==> src/rtl/pipeline_ctrl_pkg.sv <==
// Shared types for the pipeline hazard controller: forwarding selects and the
// per-stage destination-register shadow entry.
package pipeline_ctrl_pkg;

  localparam int unsigned REG_ADDR_W = 5;

  typedef enum logic [1:0] {
    FWD_RF  = 2'd0,
    FWD_MEM = 2'd1,
    FWD_WB  = 2'd2
  } fwd_sel_t;

  typedef struct packed {
    logic                  valid;
    logic [REG_ADDR_W-1:0] rd;
    logic                  reg_write;
    logic                  is_load;
  } hazard_entry_t;

  // x0 is hard-wired to zero, so a write to it never creates a dependency.
  function automatic logic is_writing(input hazard_entry_t e);
    return e.valid && e.reg_write && (e.rd != '0);
  endfunction

endpackage

==> src/rtl/pipeline_ctrl_fwd_select.sv <==
// Operand forwarding select for one source register, resolved against the
// instructions that will sit in MEM and WB when this source reaches EX.
module pipeline_ctrl_fwd_select
  import pipeline_ctrl_pkg::*;
(
  input  logic [REG_ADDR_W-1:0] i_src,
  input  logic                  i_uses,
  input  hazard_entry_t         i_ex,
  input  hazard_entry_t         i_mem,
  output fwd_sel_t              o_sel
);

  logic w_unused;
  assign w_unused = ^{i_ex.is_load, i_mem.is_load};

  logic w_hit_ex;
  logic w_hit_mem;

  assign w_hit_ex  = is_writing(i_ex)  && (i_ex.rd  == i_src);
  assign w_hit_mem = is_writing(i_mem) && (i_mem.rd == i_src);

  // The EX entry is the younger producer, so it takes precedence.
  always_comb begin
    o_sel = FWD_RF;
    if (i_uses && (i_src != '0)) begin
      if (w_hit_ex) begin
        o_sel = FWD_MEM;
      end else if (w_hit_mem) begin
        o_sel = FWD_WB;
      end
    end
  end

endmodule

==> src/rtl/pipeline_ctrl.sv <==
// Hazard and sequencing controller for the 5-stage pipeline: stalls, flushes,
// memory-wait freezes and registered EX-stage forwarding selects.
module pipeline_ctrl #(
  parameter int unsigned REG_ADDR_W = 5
) (
  input  logic                  CLK,
  input  logic                  rst,
  input  logic                  id_valid,
  input  logic [REG_ADDR_W-1:0] id_rs1,
  input  logic [REG_ADDR_W-1:0] id_rs2,
  input  logic                  id_uses_rs1,
  input  logic                  id_uses_rs2,
  input  logic [REG_ADDR_W-1:0] id_rd,
  input  logic                  id_reg_write,
  input  logic                  id_is_load,
  input  logic                  ex_redirect,
  input  logic                  mem_busy,
  output logic                  pc_en,
  output logic                  if_id_en,
  output logic                  if_id_flush,
  output logic                  id_ex_bubble,
  output logic [1:0]            fwd_a,
  output logic [1:0]            fwd_b,
  output logic                  stall
);

  import pipeline_ctrl_pkg::*;

  hazard_entry_t r_ex;
  hazard_entry_t r_mem;
  hazard_entry_t r_wb;
  fwd_sel_t      r_fwd_a;
  fwd_sel_t      r_fwd_b;

  hazard_entry_t w_id_entry;
  fwd_sel_t      w_sel_a;
  fwd_sel_t      w_sel_b;
  logic          w_rs1_hit;
  logic          w_rs2_hit;
  logic          w_load_use;

  // WB is tracked for completeness of the shadow; the write-before-read
  // register file makes it irrelevant to hazard decisions.
  logic w_unused_wb;
  assign w_unused_wb = ^r_wb;

  assign w_id_entry = '{
    valid:     id_valid,
    rd:        id_rd,
    reg_write: id_reg_write,
    is_load:   id_is_load
  };

  assign w_rs1_hit  = id_uses_rs1 && (id_rs1 == r_ex.rd);
  assign w_rs2_hit  = id_uses_rs2 && (id_rs2 == r_ex.rd);
  assign w_load_use = is_writing(r_ex) && r_ex.is_load && id_valid && (w_rs1_hit || w_rs2_hit);

  pipeline_ctrl_fwd_select u_fwd_a (
    .i_src  (id_rs1),
    .i_uses (id_uses_rs1),
    .i_ex   (r_ex),
    .i_mem  (r_mem),
    .o_sel  (w_sel_a)
  );

  pipeline_ctrl_fwd_select u_fwd_b (
    .i_src  (id_rs2),
    .i_uses (id_uses_rs2),
    .i_ex   (r_ex),
    .i_mem  (r_mem),
    .o_sel  (w_sel_b)
  );

  always_comb begin
    pc_en        = 1'b1;
    if_id_en     = 1'b1;
    if_id_flush  = 1'b0;
    id_ex_bubble = 1'b0;
    stall        = 1'b0;
    if (rst) begin
      pc_en        = 1'b0;
      if_id_en     = 1'b0;
      if_id_flush  = 1'b1;
      id_ex_bubble = 1'b1;
    end else if (mem_busy) begin
      pc_en    = 1'b0;
      if_id_en = 1'b0;
    end else if (ex_redirect) begin
      // The wrong-path ID instruction is dropped even if it was load-use stalled.
      if_id_flush  = 1'b1;
      id_ex_bubble = 1'b1;
    end else if (w_load_use) begin
      pc_en        = 1'b0;
      if_id_en     = 1'b0;
      id_ex_bubble = 1'b1;
      stall        = 1'b1;
    end
  end

  always_ff @(posedge CLK) begin
    if (rst) begin
      r_ex    <= '0;
      r_mem   <= '0;
      r_wb    <= '0;
      r_fwd_a <= FWD_RF;
      r_fwd_b <= FWD_RF;
    end else if (!mem_busy) begin
      r_wb  <= r_mem;
      r_mem <= r_ex;
      if (id_ex_bubble) begin
        r_ex    <= '0;
        r_fwd_a <= FWD_RF;
        r_fwd_b <= FWD_RF;
      end else begin
        r_ex    <= w_id_entry;
        r_fwd_a <= w_sel_a;
        r_fwd_b <= w_sel_b;
      end
    end
  end

  assign fwd_a = r_fwd_a;
  assign fwd_b = r_fwd_b;

endmodule

==> config.mk <==
export PLATFORM = sky130hd
export DESIGN_NAME = pipeline_ctrl
export DESIGN_NICKNAME = d
export VERILOG_FILES = /design/src/rtl/pipeline_ctrl_pkg.sv /design/src/rtl/pipeline_ctrl_fwd_select.sv /design/src/rtl/pipeline_ctrl.sv
export SDC_FILE = /design/constraint.sdc
export NUM_CORES = 1
export LEC_CHECK = 0
export CORE_MARGIN = 4
export CORE_UTILIZATION = 45
export DETAILED_ROUTE_END_ITERATION = 8
export PLACE_DENSITY = 0.77
export SYNTH_ARGS = -nofsm -noshare
export SYNTH_HDL_FRONTEND = slang
export SYNTH_SLANG_ARGS = --single-unit
==> constraint.sdc <==
create_clock -name CLK -period 3.7 [get_ports CLK]
set_clock_uncertainty 0.1 [all_clocks]
set_input_delay 0.555 -clock CLK [delete_from_list [all_inputs] [get_ports CLK]]
set_output_delay 0.555 -clock CLK [all_outputs]
set_load 0.01 [all_outputs]
==> out/metrics.cfg, run 1 <==
[yosys]
syn_nets = 152
synthFlopType = dfxtp_1
seq_area_frac_synth_pct = 36.7
ys_warn_count = 0
yosys-top-cells-area = dfxtp_1 37%, xor2_1 10%, nand2_1 7.6%
syn_inst = 128
synth_commonest_cells = 21 x nand2_1, 19 x dfxtp_1, 14 x o21ai_0
netlist_area_um2 = 1040
yosysTopAreaCell = dfxtp_1
synth-edff-count = 0
yosysMostFrequentCell = nand2_1
synth_top_area_share_pct = 36.7
async_flop_share_pct = 0
ys_ff_latch = 19
syn_area_per_cell_um2 = 8.10
yosysUniqueCellTypes = 24

[floorplan]
rows = 17
core_um2 = 2210
die_x_um = 56.0
start_util_pct = 46.9
dieArea_um2 = 3140
io_pins = 33
die_h_um = 56.0

[clocking]
clock_path_buffers = 2
cts.sinks = 19
tritoncts = yes
clk_pin_slew_ns = 0.12
cts_buffers = 3
htree_levels = 1
hold_buffers = 0
worstSkewPairLatency_ns = 0.31
cts.root.buffer_cell = clkbuf_4
post_cts_buffers = 0
cts.repair.resized = 0

[timing]
max_slew_margin_pct = 50.3
post-route-period-util_pct = 90.3
setup_viol = 0
tns_ns = 0
whs_ns = 0.372
finalWorstSetupSlack_ns = 0.360
rsz0062_at_grt = no
min_period_ns = 3.34
fmax_mhz = 299
hold_violations = 0
worst_pin_slew_ns = 0.743
slew_viol_final = 0

[grt]
antenna_found_initial = 0
track_usage_pct = 18.1
grt_pass1_vias = 1057
grt_max_degree = 13
grt_pass1_wl_um = 4610
globalRouteOverflowTotal = 0

[cells_and_area]
diodes = 0
fin_nets = 186
seq_area_um2 = 380
multi_input_area_um2 = 618
drive_above_1_share_pct = 4.97
fillers = 206
syn_to_final_growth_pct = 35.3
final_area_um2 = 1400

[routing]
detail_route.wl_per_cell_um = 14.6
drtIter0Drc = 7
ant_nets = 0
vias = 1024
via_per_inst = 5.42
firstDrtPassIters = 4
wl_um = 2760
drc = 0

[placed_design]
dp_hpwl_um = 2180
gp_congestion = 0.898
io_buffers = 32
place_area_um2 = 1380
post-place-ws_ns = 0.356

[critical_path]
crit_path_max_incr_delay_ns = 0.53
path_cells = clkdlybuf4s50_1 > xor2_1 > nor3_1 > nand4_1 > a21oi_2 > and2_1 > clkdlybuf4s50_1
crit_fanout = 9
worstPathRequired_ns = 3.04
criticalPathCategory = primary input to output port
worstPathArrival_ns = 2.68
crit_path_end_kind = output port
start_kind = primary input
worst_path_most_repeated_cell = clkdlybuf4s50_1
crit_path_top_delay_cell = clkdlybuf4s50_1

[pwr]
power.total_w = 0.000401
leakage_nw = 0.530
power_density_nw_per_um2 = 286
ir_drop_uv = 215

[job]
drv_cap = 0

[status]
status = completed

[worst_hold_path]
hold_class = flop to flop

-- layout by cell type, fill, tap and decap left out, drive strengths merged, types with 5 or more instances in the layout --
| cell | count |
|---|---|
| dfxtp | 19 |
| nor3 | 5 |
| nand2 | 21 |
| o21ai | 14 |
| nor2 | 11 |
| mux2i | 7 |
| xnor2 | 8 |
| nand3 | 8 |
| clkdlybuf4s50 | 32 |
| xor2 | 12 |
-- critical path, delay by kind of cell --
| kind | cells | cell delay [ns] |
|---|---|---|
| AOI/OAI and AO/OA | 1 | 0.37 |
| xor gates and xnor gates | 1 | 0.17 |
| buffers and inverters | 2 | 0.99 |
| and+or+nand+nor | 3 | 0.60 |
-- path summary, 6_finish.rpt --
| check | from | to | slack (ns) | cells after the start |
|---|---|---|---|---|
| worst min-delay path | fwd_a[1] | fwd_a[1] | 0.37 | 2 |
| worst min register to register | fwd_a[1] | fwd_a[1] | 0.37 | 2 |
| worst max register to register | r_ex[3] | r_ex[6] | 1.79 | 6 |
| worst max-delay path | id_rs2[2] | stall | 0.36 | 7 |
-- logic make-up (layout without fill, tap and decap cells) --
family | after synthesis | after routing | synth area share, %
AND/OR/NAND/NOR | 55 | 55 | 25.2
AO/OA/AOI/OAI | 20 | 20 | 10.7
XOR/XNOR | 20 | 20 | 16.9
flip-flops | 19 | 19 | 36.7
multiplexers | 7 | 7 | 6.76
buffers and inverters | 7 | 40 | 3.74
-- where the power goes --
part	total, W	internal, W	switching, W
clock	0.000109	0.0000403	0.0000685
combinational	0.0000757	0.0000428	0.0000329
sequential	0.000216	0.000210	0.00000672
-- layer usage --
layer,global-route usage (%),vias up,routed length [um]
met5,0,-,0
met2,33.2,28,1460
met4,4.41,0,10
met3,3.25,2,127
li1,-,504,-
met1,21.3,490,1160
-- per-stage QoR --
step / util, % / instances
2_1_floorplan: - / 128
3_3_place_gp: 62.2 / 185
3_5_place_dp: 62.2 / 185
4_1_cts: 63.5 / 189
5_1_grt: 63.5 / 189
6_report: 63.5 / 189
-- cell type report --
cell class                      count  share of cell area, %
Multi-Input combinational cell    102                   44.0
Sequential cell                    19                   27.1
Timing Repair Buffer               34                   23.9
Tap cell                           28                   2.50
Clock buffer                        3                   1.60
Inverter                            2                  0.535
Clock inverter                      1                  0.357
-- registers in the layout (all words and copies together) (netlist names) --
| name | flops |
|---|---|
| fwd_b | 2 |
| r_mem | 7 |
| fwd_a | 2 |
| r_ex | 8 |
Note: power is estimated with default switching activity, not from simulation.
==> run 2, diff against run 1 <==
Settings changed: CORE_UTILIZATION 45 to 48, PLACE_DENSITY 0.77 to 0.81.
==> out/metrics.cfg, run 2 (synthesis results as in run 1) <==
[cells_and_area]
final_area_um2 = 1400
final_common_cell = clkdlybuf4s50_1
largest_reg_flops = 8
top_register = r_ex
syn_to_final_growth_pct = 35.2
diodes = 0
fin_cells = 188
fillers = 176
layout_common_cells = 32 x clkdlybuf4s50_1, 21 x nand2_1, 19 x dfxtp_1, 14 x o21ai_0, 12 x xor2_1
drive_above_1_share_pct = 4.97
top_regs = r_ex x8, r_mem x7
fin_nets = 186

[clocking]
cts.repair.resized = 0
tritoncts = yes
cts.root.buffer_cell = clkbuf_4
hold_buffers = 0
post_cts_buffers = 0
clock_path_buffers = 2
worstSkewPairLatency_ns = 0.30
clk_pin_slew_ns = 0.10
cts.sinks = 19
cts_buffers = 3
htree_levels = 1

[floorplan]
core_um2 = 2000
start_util_pct = 51.8
die_x_um = 54.5
die_h_um = 54.5
dieArea_um2 = 2970
io_pins = 33
rows = 16

[critical_path]
path_cells = clkdlybuf4s50_1 > xor2_1 > nor3_1 > nand4_1 > a21oi_2 > and2_1 > clkdlybuf4s50_1
timing.rr.end = r_ex[5]
r2r_setup_slack_ns = 1.86
worstPathArrival_ns = 2.61
worst_path_most_repeated_cell = clkdlybuf4s50_1
reg2regPathDepth = 6
cp_top_family = buffers and inverters
crit_path_end_kind = output port
crit_path_max_incr_delay_ns = 0.53
crit_fanout = 8
crit_cells = 7
start_kind = primary input
cp.buffers_inverters = 2
crit_path_top_delay_cell = clkdlybuf4s50_1
timing.rr.start = r_ex[4]
worstPathRequired_ns = 3.04
criticalPathCategory = primary input to output port

[timing]
post-route-period-util_pct = 88.1
hold_violations = 0
setup_viol = 0
slew_viol_final = 0
rsz0062_at_grt = no
tns_ns = 0
min_period_ns = 3.26
max_slew_margin_pct = 45.7
worst_pin_slew_ns = 0.811
finalWorstSetupSlack_ns = 0.439
fmax_mhz = 307

[pwr]
pwr-share-comb_pct = 18.9
leakage_nw = 0.530
pwr-share-seq_pct = 55.1
netSwitchingPower_w = 0.000101
power_frac_clock_pct = 25.9
cell_internal_pwr_w = 0.000293
power.total_w = 0.000393
power_density_nw_per_um2 = 280
ir_drop_uv = 238
p_sw_share_pct = 25.6

[routing]
firstDrtPassIters = 4
vias = 985
wl_um = 2690
drtIter0Drc = 13
via_per_inst = 5.24
ant_nets = 0
drc = 0
detail_route.wl_per_cell_um = 14.3

[status]
status = completed

[placed_design]
dp_hpwl_um = 2130
post-place-ws_ns = 0.410
numPlacedInstances = 184
gp_congestion = 0.914
place_area_um2 = 1380
io_buffers = 32

[grt]
grt_max_degree = 13
globalRouteOverflowTotal = 0
track_usage_pct = 20.3
antenna_found_initial = 0
grt_pass1_vias = 999
grt_pass1_wl_um = 4240

[worst_hold_path]
hold_end = fwd_b[0]
min_delay_path_depth = 2
min_from = fwd_b[0]
hold_class = flop to flop

[job]
drv_cap = 0

run 2: cell counts in the layout (fill, tap and decap cells not counted):
Identical to the previous run, type by type.
run 2: metal layers:
| metal | vias to the layer above | track usage, % | wire length [um] |
|---|---|---|---|
| met5 | - | 0 | 0 |
| met4 | 0 | 8.71 | 28 |
| met3 | 4 | 3.27 | 159 |
| met2 | 28 | 34.7 | 1340 |
| met1 | 448 | 25.0 | 1160 |
| li1 | 505 | - | - |
run 2: power groups by stage:
stage	sequential [W]	combinational (W)	clock (W)
floorplan	0.000219	0.0000347	0
global placement	0.000221	0.0000720	0
detailed placement	0.000221	0.0000744	0
CTS	0.000217	0.0000748	0.000107
global route	0.000217	0.0000811	0.000118
finish	0.000217	0.0000744	0.000102
run 2: stage by stage:
| stage | utilization [%] | hold WS (ns) |
|---|---|---|
| 2_1_floorplan | - | 0.325 |
| 3_3_place_gp | 68.7 | 0.336 |
| 3_5_place_dp | 68.7 | 0.346 |
| 4_1_cts | 70.1 | 0.371 |
| 5_1_grt | 70.1 | 0.386 |
| 6_report | 70.1 | 0.363 |
run 2: worst reg2reg max path: cells and delay by family (launching register included):
kind / cells / cell delay, ns
compound gates: 3 / 0.69
buf+inv: 1 / 0.22
flops: 1 / 0.48
simple gates: 2 / 0.25
run 2: worst max path at each step:
stage / startpoint / slack [ns] / to
after floorplan: id_rs2[2] / 1.45 / pc_en
after global placement: id_rs2[2] / 0.41 / stall
after detailed placement: id_rs2[2] / 0.41 / stall
after CTS: id_rs2[2] / 0.41 / stall
after global routing: id_rs2[2] / 0.25 / stall
final: id_rs2[2] / 0.44 / stall
run 2: area by class of cell:
class	instances	area, um^2	area share [%]
well taps	27	33.8	2.41
clock buffers	3	22.5	1.61
repair buffers	34	335	23.9
flip-flops and latches	19	380	27.1
multi-input cells	102	618	44.1
clock inverters	1	5.00	0.357
inverters	2	7.51	0.535
==> run 3, diff against run 2 <==
Settings changed: ABC_AREA from default to 1, CAP_MARGIN from default to 5, CORE_UTILIZATION 48 to 53, CTS_BUF_LIST from default to sky130_fd_sc_hd__clkbuf_16, PLACE_DENSITY 0.81 to 0.84.
==> out/metrics.cfg, run 3 <==
[critical_path]
worstPathRequired_ns = 3.04
worst_path_most_repeated_cell = nand2_1
worstPathArrival_ns = 2.49
crit_path_max_incr_delay_ns = 0.59
cp_top_family = buffers and inverters
cp.buffers_inverters = 3
crit_fanout = 3
path_cells = clkdlybuf4s50_1 > inv_1 > nand2_1 > nand2_1 > nor2_2 > nand4_1 > nand2_1 > nand2_1 > nor4_1 > clkdlybuf4s50_1
crit_path_top_delay_cell = clkdlybuf4s50_1
start_kind = primary input
crit_path_end_kind = output port
criticalPathCategory = primary input to output port
r2r_setup_slack_ns = 1.99

[status]
status = completed

[yosys]
ys_warn_count = 0
yosysTopAreaCell = dfxtp_1
seq_area_frac_synth_pct = 28.2
synth-edff-count = 0
syn_inst = 211
synthFlopType = dfxtp_1
async_flop_share_pct = 0
yosysMostFrequentCell = nand2_1
synth_top_area_share_pct = 28.2
syn_nets = 235
synth_commonest_cells = 57 x nand2_1, 32 x nor2_1, 25 x inv_1
yosysUniqueCellTypes = 24
ys_ff_latch = 19
netlist_area_um2 = 1350
yosys-top-cells-area = dfxtp_1 28%, nand2_1 16%, nor2_1 8.9%
syn_area_per_cell_um2 = 6.39

[placed_design]
dp_hpwl_um = 2540
io_buffers = 32
numPlacedInstances = 268
post-place-ws_ns = 0.598
gp_congestion = 0.886

[cells_and_area]
top_register = r_ex
layout_common_cells = 57 x nand2_1, 32 x nor2_1, 32 x clkdlybuf4s50_1, 25 x inv_1, 19 x dfxtp_1
syn_to_final_growth_pct = 30.8
final_common_cell = nand2_1
fin_nets = 267
top_regs = r_ex x8, r_mem x7
largest_reg_flops = 8
drive_above_1_share_pct = 14.9
diodes = 0
fin_cells = 272

[grt]
globalRouteOverflowTotal = 0
grt_max_degree = 23
antenna_found_initial = 0
grt_pass1_vias = 1352
track_usage_pct = 21.2
grt_pass1_wl_um = 5700

[pwr]
cell_internal_pwr_w = 0.000407
pwr-share-comb_pct = 19.6
netSwitchingPower_w = 0.000147
power_density_nw_per_um2 = 314
p_sw_share_pct = 26.6
pwr-share-seq_pct = 39.4
leakage_nw = 0.722
ir_drop_uv = 220
power_frac_clock_pct = 41.0

[clocking]
cts.root.buffer_cell = clkbuf_16
hold_buffers = 0
htree_levels = 1
cts_buffers = 3
worstSkewPairLatency_ns = 0.25
tritoncts = yes
cts.sinks = 19
cts.repair.resized = 0
post_cts_buffers = 0
clk_pin_slew_ns = 0.06
clock_path_buffers = 2

[floorplan]
dieArea_um2 = 3410
io_pins = 33
die_x_um = 58.4
start_util_pct = 54.9
die_h_um = 58.4
rows = 18
core_um2 = 2450

[timing]
hold_violations = 0
post-route-period-util_pct = 85.0
tns_ns = 0
setup_viol = 0
min_period_ns = 3.14
worst_pin_slew_ns = 0.509
finalWorstSetupSlack_ns = 0.555
slew_viol_final = 0
max_slew_margin_pct = 66.0
whs_ns = 0.366
fmax_mhz = 318
rsz0062_at_grt = no

[worst_hold_path]
hold_class = flop to flop

[routing]
ant_nets = 0
wl_um = 3460
drc = 0
detail_route.wl_per_cell_um = 12.7
via_per_inst = 5.29
firstDrtPassIters = 6
vias = 1439
drtIter0Drc = 53

[job]
drv_cap = 0

[run 3: tightest hold or removal path: cells and delay by family (launching register included)]
kind / cells / cell delay (ns)
compound gates: 1 / 0.05
flops: 1 / 0.31
simple gates: 1 / 0.06
[run 3: logic make-up (layout without fill, tap and decap cells)]
family	count (synthesis)	in the layout	share of synthesized area, %
xor+xnor	5	5	3.25
flops	19	19	28.2
simple gates	122	122	42.1
buf+inv	38	69	12.2
compound gates	27	27	14.3
[run 3: area by class of cell]
| type | count | area (um^2) |
|---|---|---|
| inverters | 29 | 111 |
| clock buffers | 3 | 75.1 |
| repair buffers | 36 | 350 |
| multi-input cells | 154 | 803 |
| fillers | 207 | 692 |
| flip-flops and latches | 19 | 380 |
| clock inverters | 1 | 5.00 |
| well taps | 30 | 37.5 |
[run 3: per-stage QoR]
stage          total power [W]  util, %  cell area (um^2)
5_1_grt               0.000576     71.8              1760
6_report              0.000554     71.8              1760
4_1_cts               0.000555     71.8              1760
3_5_place_dp          0.000329     68.6              1680
2_1_floorplan         0.000282        -              1350
3_3_place_gp          0.000327     68.6              1680
[run 3: metal layers]
metal	GRT usage [%]	share of wire [%]	vias to the layer above
met2	33.8	44	57
met1	26.9	46	636
li1	-	-	733
met5	0	0	-
met4	10.6	2.7	0
met3	4.61	7.3	13
[run 3: final timing paths]
check,startpoint,endpoint,cells after the start
worst max-delay path,id_rs2[3],stall,10
worst min-delay path,fwd_a[1],fwd_a[1],2
worst min register to register,fwd_a[1],fwd_a[1],2
worst max register to register,r_ex[4],fwd_a[1],10
[run 3: power by group through the flow]
stage | clock [W] | combinational, W | sequential [W]
after floorplan | 0 | 0.0000618 | 0.000220
after global placement | 0 | 0.000105 | 0.000222
after detailed placement | 0 | 0.000107 | 0.000222
after CTS | 0.000229 | 0.000108 | 0.000218
after global routing | 0.000238 | 0.000119 | 0.000219
final | 0.000227 | 0.000109 | 0.000218
